File: config.mk
export PLATFORM = sky130hd
export DESIGN_NAME = flag_cond_unit_flat
export DESIGN_NICKNAME = d
export VERILOG_FILES = /design/src/rtl/flag_cond_unit_if.sv /design/src/rtl/flag_cond_unit.sv /design/src/flat_wrapper.sv
export SDC_FILE = /design/constraint.sdc
export NUM_CORES = 1
export LEC_CHECK = 0
export ABC_AREA = 1
export BUFFER_PORTS_ARGS = -buffer_cell sky130_fd_sc_hd__buf_4
export CORE_ASPECT_RATIO = 0.75
export CORE_MARGIN = 2
export CORE_UTILIZATION = 52
export DETAILED_ROUTE_END_ITERATION = 16
export HOLD_SLACK_MARGIN = 0.05
export PLACE_DENSITY = 0.79
export SLEW_MARGIN = 20
export SYNTH_ARGS = -nofsm -noshare
export SYNTH_HDL_FRONTEND = slang
export SYNTH_SLANG_ARGS = --single-unit
export TNS_END_PERCENT = 5
File: constraint.sdc
create_clock -name clk -period 1.78 [get_ports clk]
set_input_delay 0 -clock clk [delete_from_list [all_inputs] [get_ports clk]]
set_output_delay 0 -clock clk [all_outputs]
set_load 0.03 [all_outputs]
File: src/rtl/flag_cond_unit_if.sv
// Execute-stage bundle between the pipeline control and the flag/condition unit.
// The unit is the slave; the pipeline drives E-stage inputs and consumes M outputs.
interface flag_cond_unit_if;
    logic [3:0]  ALUFlags;
    logic [3:0]  CondE;
    logic [1:0]  FlagWriteE;
    logic        ValidE;
    logic        RegWriteE;
    logic        MemWriteE;
    logic        PCSrcE;
    logic        BranchE;
    logic        Stall;
    logic        FlushE;
    logic [3:0]  FlagsQ;
    logic        CondExE;
    logic        BranchTakenE;
    logic        RegWriteM;
    logic        MemWriteM;
    logic        PCSrcM;
    logic [15:0] BranchCount;

    modport master (
        output ALUFlags, CondE, FlagWriteE, ValidE, RegWriteE, MemWriteE,
               PCSrcE, BranchE, Stall, FlushE,
        input  FlagsQ, CondExE, BranchTakenE, RegWriteM, MemWriteM, PCSrcM,
               BranchCount
    );
    modport slave (
        input  ALUFlags, CondE, FlagWriteE, ValidE, RegWriteE, MemWriteE,
               PCSrcE, BranchE, Stall, FlushE,
        output FlagsQ, CondExE, BranchTakenE, RegWriteM, MemWriteM, PCSrcM,
               BranchCount
    );
endinterface

File: src/rtl/flag_cond_unit.sv
// Architectural flag register, condition check and E->M control gating,
// plus a saturating counter of taken branches.
module flag_cond_unit (
    input logic             clk,
    input logic             reset,
    flag_cond_unit_if.slave bus
);
    logic [3:0]  flags_q;
    logic        cond_ex;
    logic        go;
    logic        reg_write_m;
    logic        mem_write_m;
    logic        pc_src_m;
    logic [15:0] branch_count;

    logic n, z, c, v;
    assign {n, z, c, v} = flags_q;

    // Condition is evaluated against the registered flags only, so a flag
    // write lands for the following instruction with no bypass.
    always_comb begin
        cond_ex = 1'b1;
        case (bus.CondE)
            4'b0000: cond_ex = z;
            4'b0001: cond_ex = ~z;
            4'b0010: cond_ex = c;
            4'b0011: cond_ex = ~c;
            4'b0100: cond_ex = n;
            4'b0101: cond_ex = ~n;
            4'b0110: cond_ex = v;
            4'b0111: cond_ex = ~v;
            4'b1000: cond_ex = c & ~z;
            4'b1001: cond_ex = ~c | z;
            4'b1010: cond_ex = (n == v);
            4'b1011: cond_ex = (n != v);
            4'b1100: cond_ex = ~z & (n == v);
            4'b1101: cond_ex = z | (n != v);
            default: cond_ex = 1'b1;
        endcase
    end

    assign go = bus.ValidE & cond_ex & ~bus.FlushE & ~bus.Stall;

    always_ff @(posedge clk or negedge reset) begin
        if (!reset) begin
            flags_q      <= 4'b0000;
            reg_write_m  <= 1'b0;
            mem_write_m  <= 1'b0;
            pc_src_m     <= 1'b0;
            branch_count <= 16'h0000;
        end else begin
            if (go && bus.FlagWriteE[1]) flags_q[3:2] <= bus.ALUFlags[3:2];
            if (go && bus.FlagWriteE[0]) flags_q[1:0] <= bus.ALUFlags[1:0];
            if (go && bus.BranchE && branch_count != 16'hFFFF)
                branch_count <= branch_count + 16'd1;
            // Flush beats stall so a killed instruction never leaks into M.
            if (bus.FlushE) begin
                reg_write_m <= 1'b0;
                mem_write_m <= 1'b0;
                pc_src_m    <= 1'b0;
            end else if (!bus.Stall) begin
                reg_write_m <= bus.RegWriteE & bus.ValidE & cond_ex;
                mem_write_m <= bus.MemWriteE & bus.ValidE & cond_ex;
                pc_src_m    <= bus.PCSrcE    & bus.ValidE & cond_ex;
            end
        end
    end

    assign bus.FlagsQ       = flags_q;
    assign bus.CondExE      = cond_ex;
    assign bus.BranchTakenE = bus.ValidE & ~bus.FlushE & cond_ex & (bus.BranchE | bus.PCSrcE);
    assign bus.RegWriteM    = reg_write_m;
    assign bus.MemWriteM    = mem_write_m;
    assign bus.PCSrcM       = pc_src_m;
    assign bus.BranchCount  = branch_count;
endmodule

File: src/flat_wrapper.sv
// flat-port wrapper written by rule: the top's interface ports become plain ports
module flag_cond_unit_flat 
  (clk, reset, bus_ALUFlags, bus_CondE, bus_FlagWriteE, bus_ValidE, bus_RegWriteE, bus_MemWriteE, bus_PCSrcE, bus_BranchE, bus_Stall, bus_FlushE, bus_FlagsQ, bus_CondExE, bus_BranchTakenE, bus_RegWriteM, bus_MemWriteM, bus_PCSrcM, bus_BranchCount);
  flag_cond_unit_if bus_i ();
  input logic clk;
  input logic reset;
  input wire logic [$bits(bus_i.ALUFlags)-1:0] bus_ALUFlags;
  input wire logic [$bits(bus_i.CondE)-1:0] bus_CondE;
  input wire logic [$bits(bus_i.FlagWriteE)-1:0] bus_FlagWriteE;
  input wire logic [$bits(bus_i.ValidE)-1:0] bus_ValidE;
  input wire logic [$bits(bus_i.RegWriteE)-1:0] bus_RegWriteE;
  input wire logic [$bits(bus_i.MemWriteE)-1:0] bus_MemWriteE;
  input wire logic [$bits(bus_i.PCSrcE)-1:0] bus_PCSrcE;
  input wire logic [$bits(bus_i.BranchE)-1:0] bus_BranchE;
  input wire logic [$bits(bus_i.Stall)-1:0] bus_Stall;
  input wire logic [$bits(bus_i.FlushE)-1:0] bus_FlushE;
  output wire logic [$bits(bus_i.FlagsQ)-1:0] bus_FlagsQ;
  output wire logic [$bits(bus_i.CondExE)-1:0] bus_CondExE;
  output wire logic [$bits(bus_i.BranchTakenE)-1:0] bus_BranchTakenE;
  output wire logic [$bits(bus_i.RegWriteM)-1:0] bus_RegWriteM;
  output wire logic [$bits(bus_i.MemWriteM)-1:0] bus_MemWriteM;
  output wire logic [$bits(bus_i.PCSrcM)-1:0] bus_PCSrcM;
  output wire logic [$bits(bus_i.BranchCount)-1:0] bus_BranchCount;
  assign bus_i.ALUFlags = bus_ALUFlags;
  assign bus_i.CondE = bus_CondE;
  assign bus_i.FlagWriteE = bus_FlagWriteE;
  assign bus_i.ValidE = bus_ValidE;
  assign bus_i.RegWriteE = bus_RegWriteE;
  assign bus_i.MemWriteE = bus_MemWriteE;
  assign bus_i.PCSrcE = bus_PCSrcE;
  assign bus_i.BranchE = bus_BranchE;
  assign bus_i.Stall = bus_Stall;
  assign bus_i.FlushE = bus_FlushE;
  assign bus_FlagsQ = bus_i.FlagsQ;
  assign bus_CondExE = bus_i.CondExE;
  assign bus_BranchTakenE = bus_i.BranchTakenE;
  assign bus_RegWriteM = bus_i.RegWriteM;
  assign bus_MemWriteM = bus_i.MemWriteM;
  assign bus_PCSrcM = bus_i.PCSrcM;
  assign bus_BranchCount = bus_i.BranchCount;
  flag_cond_unit u_core (.clk(clk), .reset(reset), .bus(bus_i));
endmodule
==> results of run 1 <==
-- cell families (layout without fill, tap and decap cells) --
family | Yosys count | count (layout)
compound gates | 3 | 3
xor+xnor | 9 | 9
fa+ha+maj | 1 | 1
buf+inv | 39 | 104
flops | 23 | 23
simple gates | 164 | 164
-- sequential cells by signal, indices dropped and copies added (netlist names) --
name,cells
u_core.bus.MemWriteM,1
u_core.bus.FlagsQ,4
u_core.bus.RegWriteM,1
u_core.bus.BranchCount,16
u_core.bus.PCSrcM,1
-- timing repair --
action                     CTS  global route
buffers inserted             5             3
hold buffers                11             0
setup endpoints to repair    1            16
hold endpoints to repair    30             0
resized for setup            1             5
pin swaps                    2             4
-- worst max-delay path: stages, from the launching register on --
cell	delay [ps]
dfrtp_2	460
inv_1	110
nand2_2	70
nand3_2	80
nand2_1	50
nand2_1	90
nand3_1	90
nor2_2	150
nor2_4	60
buf_4	130
buf_4	160
nand4_1	80
nand2_1	60
-- where the power goes --
group	internal (mW)	leakage [nW]	switching, mW	total (mW)
clock network	0.157	0.0255	0.175	0.331
logic	0.281	0.926	0.423	0.704
registers	0.587	0.309	0.0907	0.677
total	1.02	1.26	0.688	1.71
-- per-stage QoR --
stage          hold slack, ps  std cells  worst slack, ps
6_report                  148        342             72.2
5_1_grt                   180        342            -10.8
4_1_cts                   143        339             65.7
3_5_place_dp            -84.4        320             90.7
3_3_place_gp            -92.4        320              122
2_1_floorplan            -296        239             81.2
-- Yosys cell counts, types with 2 or more instances --
| cell | count |
|---|---|
| nor2_1 | 17 |
| xor2_1 | 6 |
| nor2_2 | 6 |
| nor2_4 | 2 |
| inv_1 | 26 |
| nor3_1 | 3 |
| xnor2_1 | 3 |
| nand3_1 | 15 |
| nand2_1 | 88 |
| buf_6 | 5 |
| dfrtp_1 | 23 |
| inv_2 | 4 |
| nand4_1 | 28 |
-- placed cells by master, fill, tap and decap left out --
| cell type | n |
|---|---|
| nor3_1 | 3 |
| nand2_2 | 2 |
| nand3_2 | 1 |
| xor2_1 | 6 |
| nand4_2 | 1 |
| inv_1 | 25 |
| dfrtp_1 | 20 |
| clkinv_1 | 1 |
| nand2_1 | 87 |
| nand4_1 | 28 |
| nand4_4 | 1 |
| clkbuf_8 | 3 |
| a21oi_1 | 1 |
| dfrtp_2 | 3 |
| nand3_1 | 15 |
| clkinv_2 | 1 |
| dlygate4sd3_1 | 11 |
| buf_4 | 58 |
| nor2_2 | 6 |
| nand2_4 | 1 |
| nor2_1 | 17 |
| ha_2 | 1 |
| xnor2_1 | 3 |
| nor2_4 | 2 |
| a21oi_2 | 1 |
| o21a_1 | 1 |
| inv_2 | 5 |
-- final timing paths --
check / endpoint / start / cells after the start
min in group clk: u_core.bus.BranchCount[10] / bus_BranchE / 5
max in group asynchronous: u_core.bus.FlagsQ[2] / reset / 2
hold reg to reg: u_core.bus.MemWriteM / u_core.bus.MemWriteM / 2
setup / recovery: u_core.bus.BranchCount[9] / u_core.bus.FlagsQ[0] / 12
setup reg to reg: u_core.bus.BranchCount[9] / u_core.bus.FlagsQ[0] / 12
hold / removal: u_core.bus.MemWriteM / reset / 2
-- layout make-up --
type                            instances  area (µm²)  area share, %
Inverter                               31         116           5.21
Multi-Input combinational cell        177         898           40.2
Tap cell                               38        47.5           2.13
Clock buffer                            3        41.3           1.85
Clock inverter                          1        5.00          0.224
Sequential cell                        23         579           25.9
Timing Repair Buffer                   69         546           24.4
-- per-layer routing --
metal,vias to the layer above,GRT usage [%]
met5,-,0
met4,0,8.82
met3,6,3.81
met2,74,42.1
met1,811,35.0
li1,896,-
==> results.tsv, run 1 <==
metric	value	unit
status	completed	
worst skew pair latency	270	ps
CTS buffer count	3	
clock skew	4.10	ps
Crit. End Element	flop	
First-pass DRT Iterations	4	
syn_nets	259	
share of layout cells above drive strength 1	28.3	%
largest family of logic cells by synthesized area	simple AND/OR/NAND/NOR gates	
Adder-Cell Fraction of Synth Area	0.753	%
Yosys top cell by area	dfrtp_1	
Power, Total	1.71	mW
Row Count	17	
Root Buffer	clkbuf_8	
Metal-1 WL	2.03	mm
MaxCap Viol Count	0	
worst path required time	1950	ps
mapped cell area	1660	µm²
filler instances	244	
Post-Synth XOR/XNOR Area	4.74	%
Top Metal Used	met4	
routability cong.	0.837	
placed cell areas	2020	µm²
Final Core Density	74.5	%
RSZ-0062 raised after global routing	yes	
Final min period	1710	ps
CTS tree	done	
Vias	1787	
top cells by area, synth	dfrtp_1 (35%), nand2_1 (20%), nand4_1 (11%)	
initial DRC count	151	
Slew Limit Fails	0	
Initial Util	55.4	%
synthesis-stage register bit count	23	
crit-path max FO	10	
# diodes	0	
Hold/Removal Path Class	in -> async	
Synth top area share	34.6	%
Die Ht	53.0	µm
crit share post-route	95.9	%
port bufs	43	
slew margin rel.	76.6	%
GRT Overall Usage	25.7	%
DRC	0	
Syn Area/Cell	6.95	µm²
post-detailed-route wirelength per cell	13.2	µm
synthesis-to-finish area growth	34.4	%
final setup vio count	0	
area fraction in compound gates after synthesis	1.28	%
Mapped Cells	239	
largest net degree at the start of global routing	24	
Final Cell Area	2230	µm²
CORE AREA	3000	µm²
DPL Wire Length	3.04	mm
Synth Warn #	0	
peak supply drop	0.479	mV
CP arrival	1870	ps
CTS H-Tree Depth	1	
slew of the pin with the lowest slew margin	350	ps
Pleak	1.26	nW
ys flop type	dfrtp_1	
met2 routed WL	2.17	mm
number of nets with antenna violations after routing	0	
CP Class	reg -> reg	
initial antenna violation count	0	
DRT Wirelength	4.52	mm
DR WL met3	272	µm
r2r setup slk	70	ps
final hold violation count	0	
register area share after synthesis	34.6	%
Unique masters post-synth	26	
IO Count	44	
die area	3670	µm²
Startpoint Class	flop	
vias per inst	5.23	
Sum Neg Setup Slack	0	ps
fin nets	325	
Post-Synth Simple-Gate Area	47.0	%
clock buffer depth	2	
first-pass GRT wire length	7.38	mm
GRT overflow	0	
Clk pin slew, worst setup/hold paths	80	ps
PwrDens	767	nW/µm²
Fmax	586	MHz
vias in the first global route	1575	
ys async rst share	100	%
Die X	69.3	µm
Clock Sinks	23	
post-synthesis mux area share	0	%
EDFF count, synth	0	
Note: power is estimated with default switching activity, not from simulation.
==> run 2, diff against run 1 <==
--- a/config.mk
+++ b/config.mk
@@ -9,10 +9,10 @@
 export BUFFER_PORTS_ARGS = -buffer_cell sky130_fd_sc_hd__buf_4
 export CORE_ASPECT_RATIO = 0.75
 export CORE_MARGIN = 2
-export CORE_UTILIZATION = 52
+export CORE_UTILIZATION = 55
 export DETAILED_ROUTE_END_ITERATION = 16
 export HOLD_SLACK_MARGIN = 0.05
-export PLACE_DENSITY = 0.79
+export PLACE_DENSITY = 0.83
 export SLEW_MARGIN = 20
 export SYNTH_ARGS = -nofsm -noshare
 export SYNTH_HDL_FRONTEND = slang
==> constraint.sdc (replaced) <==
create_clock -name clk -period 2.17 [get_ports clk]
set_input_delay 0 -clock clk [delete_from_list [all_inputs] [get_ports clk]]
set_output_delay 0 -clock clk [all_outputs]
set_load 0.03 [all_outputs]
==> run 2 against run 1 <==
Utilization shrank 1.2 points; die area decreased by 5.1%; largest cell class unchanged; non-clock buffer count shrank 13; highest routed layer unchanged.
==> results.tsv, run 2 (same netlist as run 1, synthesis figures left out) <==
metric	value	unit	change
worst path required time	2170	ps	was 1950 ps
crit share post-route	87.5	%	
Die X	67.5	µm	was 69.3 µm
Slowest Stage Delay on Critical Path	450	ps	was 460 ps
placed insts	314		was 320
first-pass GRT wire length	6.86	mm	was 7.38 mm
Post-CTS Resized	0		was 1
Crit. End Element	output pin		was flop
Root Buffer	clkbuf_8		unchanged
max reg flops	16		unchanged
clock buffer depth	2		unchanged
IO Count	44		unchanged
Fmax	527	MHz	
RSZ-0062 raised after global routing	no		was yes
GRT Overall Usage	26.0	%	was 25.7%
largest net degree at the start of global routing	25		was 24
commonest non-fill, non-tap cell in the layout	nand2_1		unchanged
fin nets	313		was 325
Net Sw Frac	41.2	%	was 40.2%
PwrDens	639	nW/µm²	was 767 nW/µm²
Die Ht	51.6	µm	was 53.0 µm
Reg2Reg Depth	9		was 12
Clk pin slew, worst setup/hold paths	90	ps	was 80 ps
Initial Util	57.0	%	was 55.4%
DRC	0		unchanged
CP max stage cell	dfrtp_1		was dfrtp_2
crit-path max FO	12		was 10
final hold violation count	0		unchanged
Switching Power	562	µW	was 688 µW
# Post-CTS Setup Buffers	0		was 5
slew margin rel.	64.5	%	was 76.6%
die area	3480	µm²	was 3670 µm²
final setup vio count	0		unchanged
clock skew	6.25	ps	was 4.10 ps
DPL Wire Length	3.00	mm	was 3.04 mm
port bufs	43		unchanged
slew of the pin with the lowest slew margin	532	ps	was 350 ps
share of layout cells above drive strength 1	23.3	%	was 28.3%
Slew Limit Fails	0		unchanged
Crit path buffers/inverters	2		was 3
First-pass DRT Iterations	6		was 4
post-detailed-route wirelength per cell	13.2	µm	about the same
clock share of power	20.7	%	was 19.4%
cell repeated most along the worst path	nand2_1		unchanged
Pint	803	µW	was 1.02 mW
routability cong.	0.822		was 0.837
CTS buffer count	3		unchanged
initial DRC count	152		was 151
CORE AREA	2910	µm²	was 3000 µm²
MaxCap Viol Count	0		unchanged
DRT Wirelength	4.35	mm	was 4.52 mm
vias per inst	5.43		was 5.23
CP arrival	1900	ps	was 1870 ps
status	completed		unchanged
# diodes	0		unchanged
worst skew pair latency	270	ps	about the same
CP Class	reg -> out		was reg -> reg
Sum Neg Setup Slack	0	ps	unchanged
GRT overflow	0		unchanged
peak supply drop	0.520	mV	was 0.479 mV
Startpoint Class	flop		unchanged
cell depth of the worst setup path	10		was 12
final non-filler cell total	330		was 342
combinational power share	39.2	%	was 41.1%
Clock Sinks	23		unchanged
Pleak	1.20	nW	was 1.26 nW
Hold/Removal Path Class	in -> async		unchanged
initial antenna violation count	0		unchanged
most frequent cells in the layout	nand2_1 (88), buf_4 (45), nand4_1 (28)		was nand2_1 (87), buf_4 (58), nand4_1 (28)
Final min period	1900	ps	
Row Count	17		unchanged
CTS H-Tree Depth	1		unchanged
synthesis-to-finish area growth	28.5	%	was 34.4%
vias in the first global route	1512		was 1575
number of nets with antenna violations after routing	0		unchanged
Vias	1791		was 1787
worst-path cell chain	inv_1 > nand2_1 > nand3_2 > nand2_1 > nand2_1 > nand3_1 > nor2_2 > nor2_4 > o21a_1 > buf_4		was inv_1 > nand2_2 > nand3_2 > nand2_1 > nand2_1 > nand3_1 > nor2_2 > nor2_4 > buf_4 > buf_4 > nand4_1 > nand2_1
CP delay by family, top	simple AND/OR/NAND/NOR gates		unchanged
sequential power share	40.1	%	was 39.6%
CTS tree	done		unchanged
## run 2: path summary, 6_finish.rpt
path                                         endpoint                       from  slack (ps)
setup / recovery                     bus_BranchTakenE       u_core.bus.FlagsQ[3]         270
hold / removal                   u_core.bus.RegWriteM                      reset         150
setup reg to reg            u_core.bus.BranchCount[1]  u_core.bus.BranchCount[0]         350
hold reg to reg                     u_core.bus.PCSrcM          u_core.bus.PCSrcM         510
max in group asynchronous        u_core.bus.FlagsQ[0]                      reset        1780
min in group clk           u_core.bus.BranchCount[10]                bus_BranchE         160
## run 2: per-layer routing
metal	track usage [%]	up-vias	wire (µm)
met3	4.76	4	279
met2	42.5	78	2020
met1	36.7	828	2020
met5	0	-	0
li1	-	881	-
met4	4.08	0	29
## run 2: area by class of cell
| type | count | area [µm²] |
|---|---|---|
| Multi-Input combinational cell | 178 | 900 |
| Tap cell | 38 | 47.5 |
| Inverter | 31 | 116 |
| Clock inverter | 1 | 7.51 |
| Clock buffer | 3 | 41.3 |
| Fill cell | 218 | 778 |
| Sequential cell | 23 | 576 |
| Timing Repair Buffer | 56 | 448 |
## run 2: power by group through the flow
stage / logic [mW] / registers, mW / clock network, mW
final: 0.535 / 0.547 / 0.282
after global routing: 0.577 / 0.558 / 0.301
after CTS: 0.527 / 0.546 / 0.278
after detailed placement: 0.511 / 0.555 / 0
after global placement: 0.498 / 0.549 / 0
after floorplan: 0.247 / 0.639 / 0
## run 2: stage by stage
step           utilization [%]  hold slack (ps)  total power [mW]  setup WS, ps  cell area [µm²]
2_1_floorplan                -             -296             0.886           471             1660
3_3_place_gp              67.6            -91.6              1.05           467             1970
3_5_place_dp              67.6            -88.1              1.07           388             1970
4_1_cts                   73.1              161              1.35           155             2130
5_1_grt                   73.3              174              1.44           113             2140
6_report                  73.3              148              1.37           272             2140
## run 2: repair_timing
item	CTS	global route
hold endpoints to repair	30	0
hold buffers	11	0
endpoints found under the setup margin	0	1
==> run 3, diff against run 2 <==
--- a/config.mk
+++ b/config.mk
@@ -7,12 +7,11 @@
 export LEC_CHECK = 0
 export ABC_AREA = 1
 export BUFFER_PORTS_ARGS = -buffer_cell sky130_fd_sc_hd__buf_4
-export CORE_ASPECT_RATIO = 0.75
+export CORE_ASPECT_RATIO = 1.2
 export CORE_MARGIN = 2
-export CORE_UTILIZATION = 55
+export CORE_UTILIZATION = 23
 export DETAILED_ROUTE_END_ITERATION = 16
 export HOLD_SLACK_MARGIN = 0.05
-export PLACE_DENSITY = 0.83
 export SLEW_MARGIN = 20
 export SYNTH_ARGS = -nofsm -noshare
 export SYNTH_HDL_FRONTEND = slang
==> run 3 against run 2 <==
Fmax is 2.1% higher; wire length is 1.6% higher; sequential power is 1% lower; flip-flop and latch count stayed put; sequential share of layout area is 0.81 points lower; final area is 3.1% higher; critical path type unchanged; highest routed layer unchanged.
==> results.tsv, run 3 (same netlist as run 1, synthesis figures left out) <==
metric	value	unit	change
status	completed		unchanged
register area	576	µm²	unchanged
vias in the first global route	1648		was 1512
Post-CTS Resized	0		unchanged
final setup vio count	0		unchanged
worst path required time	2170	ps	about the same
Root Buffer	clkbuf_8		unchanged
first-pass GRT wire length	7.53	mm	was 6.86 mm
GRT Overall Usage	11.8	%	was 26.0%
final hold violation count	0		unchanged
RSZ-0062 raised after global routing	no		unchanged
Row Count	33		was 17
initial DRC count	89		was 152
Clk pin slew, worst setup/hold paths	80	ps	was 90 ps
largest net degree at the start of global routing	25		unchanged
worst skew pair latency	260	ps	was 270 ps
Reg2Reg Launch Point	u_core.bus.BranchCount[0]		unchanged
Slew Limit Fails	0		unchanged
CP Class	reg -> out		unchanged
CORE AREA	6940	µm²	was 2910 µm²
vias per inst	4.47		was 5.43
crit share post-route	85.7	%	was 87.5%
First-pass DRT Iterations	4		was 6
routability cong.	0.860		was 0.822
Initial Util	24.0	%	was 57.0%
r2r setup slk	400	ps	was 350 ps
Sum Neg Setup Slack	0	ps	unchanged
DRT Wirelength	4.42	mm	was 4.35 mm
share of layout cells above drive strength 1	23.5	%	was 23.3%
max reg flops	16		unchanged
DRC	0		unchanged
IO Count	44		unchanged
Pleak	1.21	nW	was 1.20 nW
clock skew	1.88	ps	was 6.25 ps
Vias	1700		was 1791
Setup WS pre-CTS	428	ps	was 388 ps
Min Hold Slack	147	ps	was 148 ps
post-detailed-route wirelength per cell	11.6	µm	was 13.2 µm
Final min period	1860	ps	was 1900 ps
commonest non-fill, non-tap cell in the layout	nand2_1		unchanged
initial antenna violation count	0		unchanged
DPL Wire Length	3.29	mm	was 3.00 mm
number of nets with antenna violations after routing	0		unchanged
placed insts	364		was 314
Power, Total	1.34	mW	was 1.37 mW
Die Ht	97.1	µm	was 51.6 µm
area of the multi-input gates	900	µm²	unchanged
RR Endpoint	u_core.bus.BranchCount[5]		was u_core.bus.BranchCount[1]
port bufs	43		unchanged
Crit. End Element	output pin		unchanged
# diodes	0		unchanged
final non-filler cell total	380		was 330
synthesis-to-finish area growth	32.5	%	was 28.5%
filler instances	771		was 218
slew of the pin with the lowest slew margin	544	ps	was 532 ps
die area	7920	µm²	was 3480 µm²
MaxCap Viol Count	0		unchanged
clock buffer depth	2		unchanged
slew margin rel.	63.7	%	was 64.5%
Die X	81.6	µm	was 67.5 µm
Final WS setup	311	ps	was 272 ps
CTS tree	done		unchanged
CP arrival	1860	ps	was 1900 ps
PwrDens	610	nW/µm²	was 639 nW/µm²
GRT overflow	0		unchanged
Clock Sinks	23		unchanged
CTS buffer count	3		unchanged
most frequent cells in the layout	nand2_1 (88), buf_4 (46), nand4_1 (28)		was nand2_1 (88), buf_4 (45), nand4_1 (28)
CTS H-Tree Depth	1		unchanged
crit-path max FO	12		unchanged
Fmax	538	MHz	was 527 MHz
fin nets	314		was 313
Hold/Removal Path Class	in -> async		unchanged
peak supply drop	0.278	mV	was 0.520 mV
Startpoint Class	flop		unchanged
Reg2Reg Depth	9		unchanged
## run 3: routing by layer
metal  global-route usage [%]  routed length, µm  up-vias
li1                         -                  -      876
met1                     14.7               1930      781
met2                     20.6               2240       39
met3                     2.14                210        4
met4                     2.82                 38        0
met5                        0                  0        -
## run 3: through the flow
stage	cell area [µm²]	utilization, %
after floorplan	1660	-
after global placement	2040	29.4
after detailed placement	2040	29.4
after CTS	2200	31.7
after global routing	2200	31.7
final	2200	31.7
## run 3: worst max path at each step
stage,cells after the start,startpoint,slack (ps),end
2_1_floorplan,9,u_core.bus.BranchCount[1],470,u_core.bus.BranchCount[2]
6_report,10,u_core.bus.FlagsQ[3],310,bus_BranchTakenE
5_1_grt,10,u_core.bus.FlagsQ[0],130,bus_BranchTakenE
3_3_place_gp,9,u_core.bus.BranchCount[0],460,u_core.bus.BranchCount[3]
3_5_place_dp,9,u_core.bus.BranchCount[0],430,u_core.bus.BranchCount[5]
4_1_cts,10,u_core.bus.FlagsQ[3],140,bus_BranchTakenE
## run 3: critical path, cell delays in order (launching register included)
cell and delay, ps:
dfrtp_1 430, inv_1 80, nand2_1 100, nand3_2 90
nand2_1 60, nand2_1 70, nand3_1 90, nor2_2 60
nor2_4 280, o21a_1 170, buf_4 150
## run 3: power breakdown
group / internal (mW) / leakage [nW] / switching (mW)
registers: 0.478 / 0.313 / 0.0632
clock network: 0.128 / 0.0255 / 0.140
logic: 0.197 / 0.870 / 0.337
## run 3: area by class of cell
cell class	instances	area share, %
Tap cell	87	4.94
Inverter	31	5.28
Clock inverter	1	0.227
Sequential cell	23	26.1
Multi-Input combinational cell	178	40.9
Clock buffer	3	1.88
Timing Repair Buffer	57	20.7
## run 3: timing repair
item	CTS	global route
hold endpoints to repair	30	0
setup endpoints to repair	0	1
hold buffers	11	0
buffers inserted	0	0
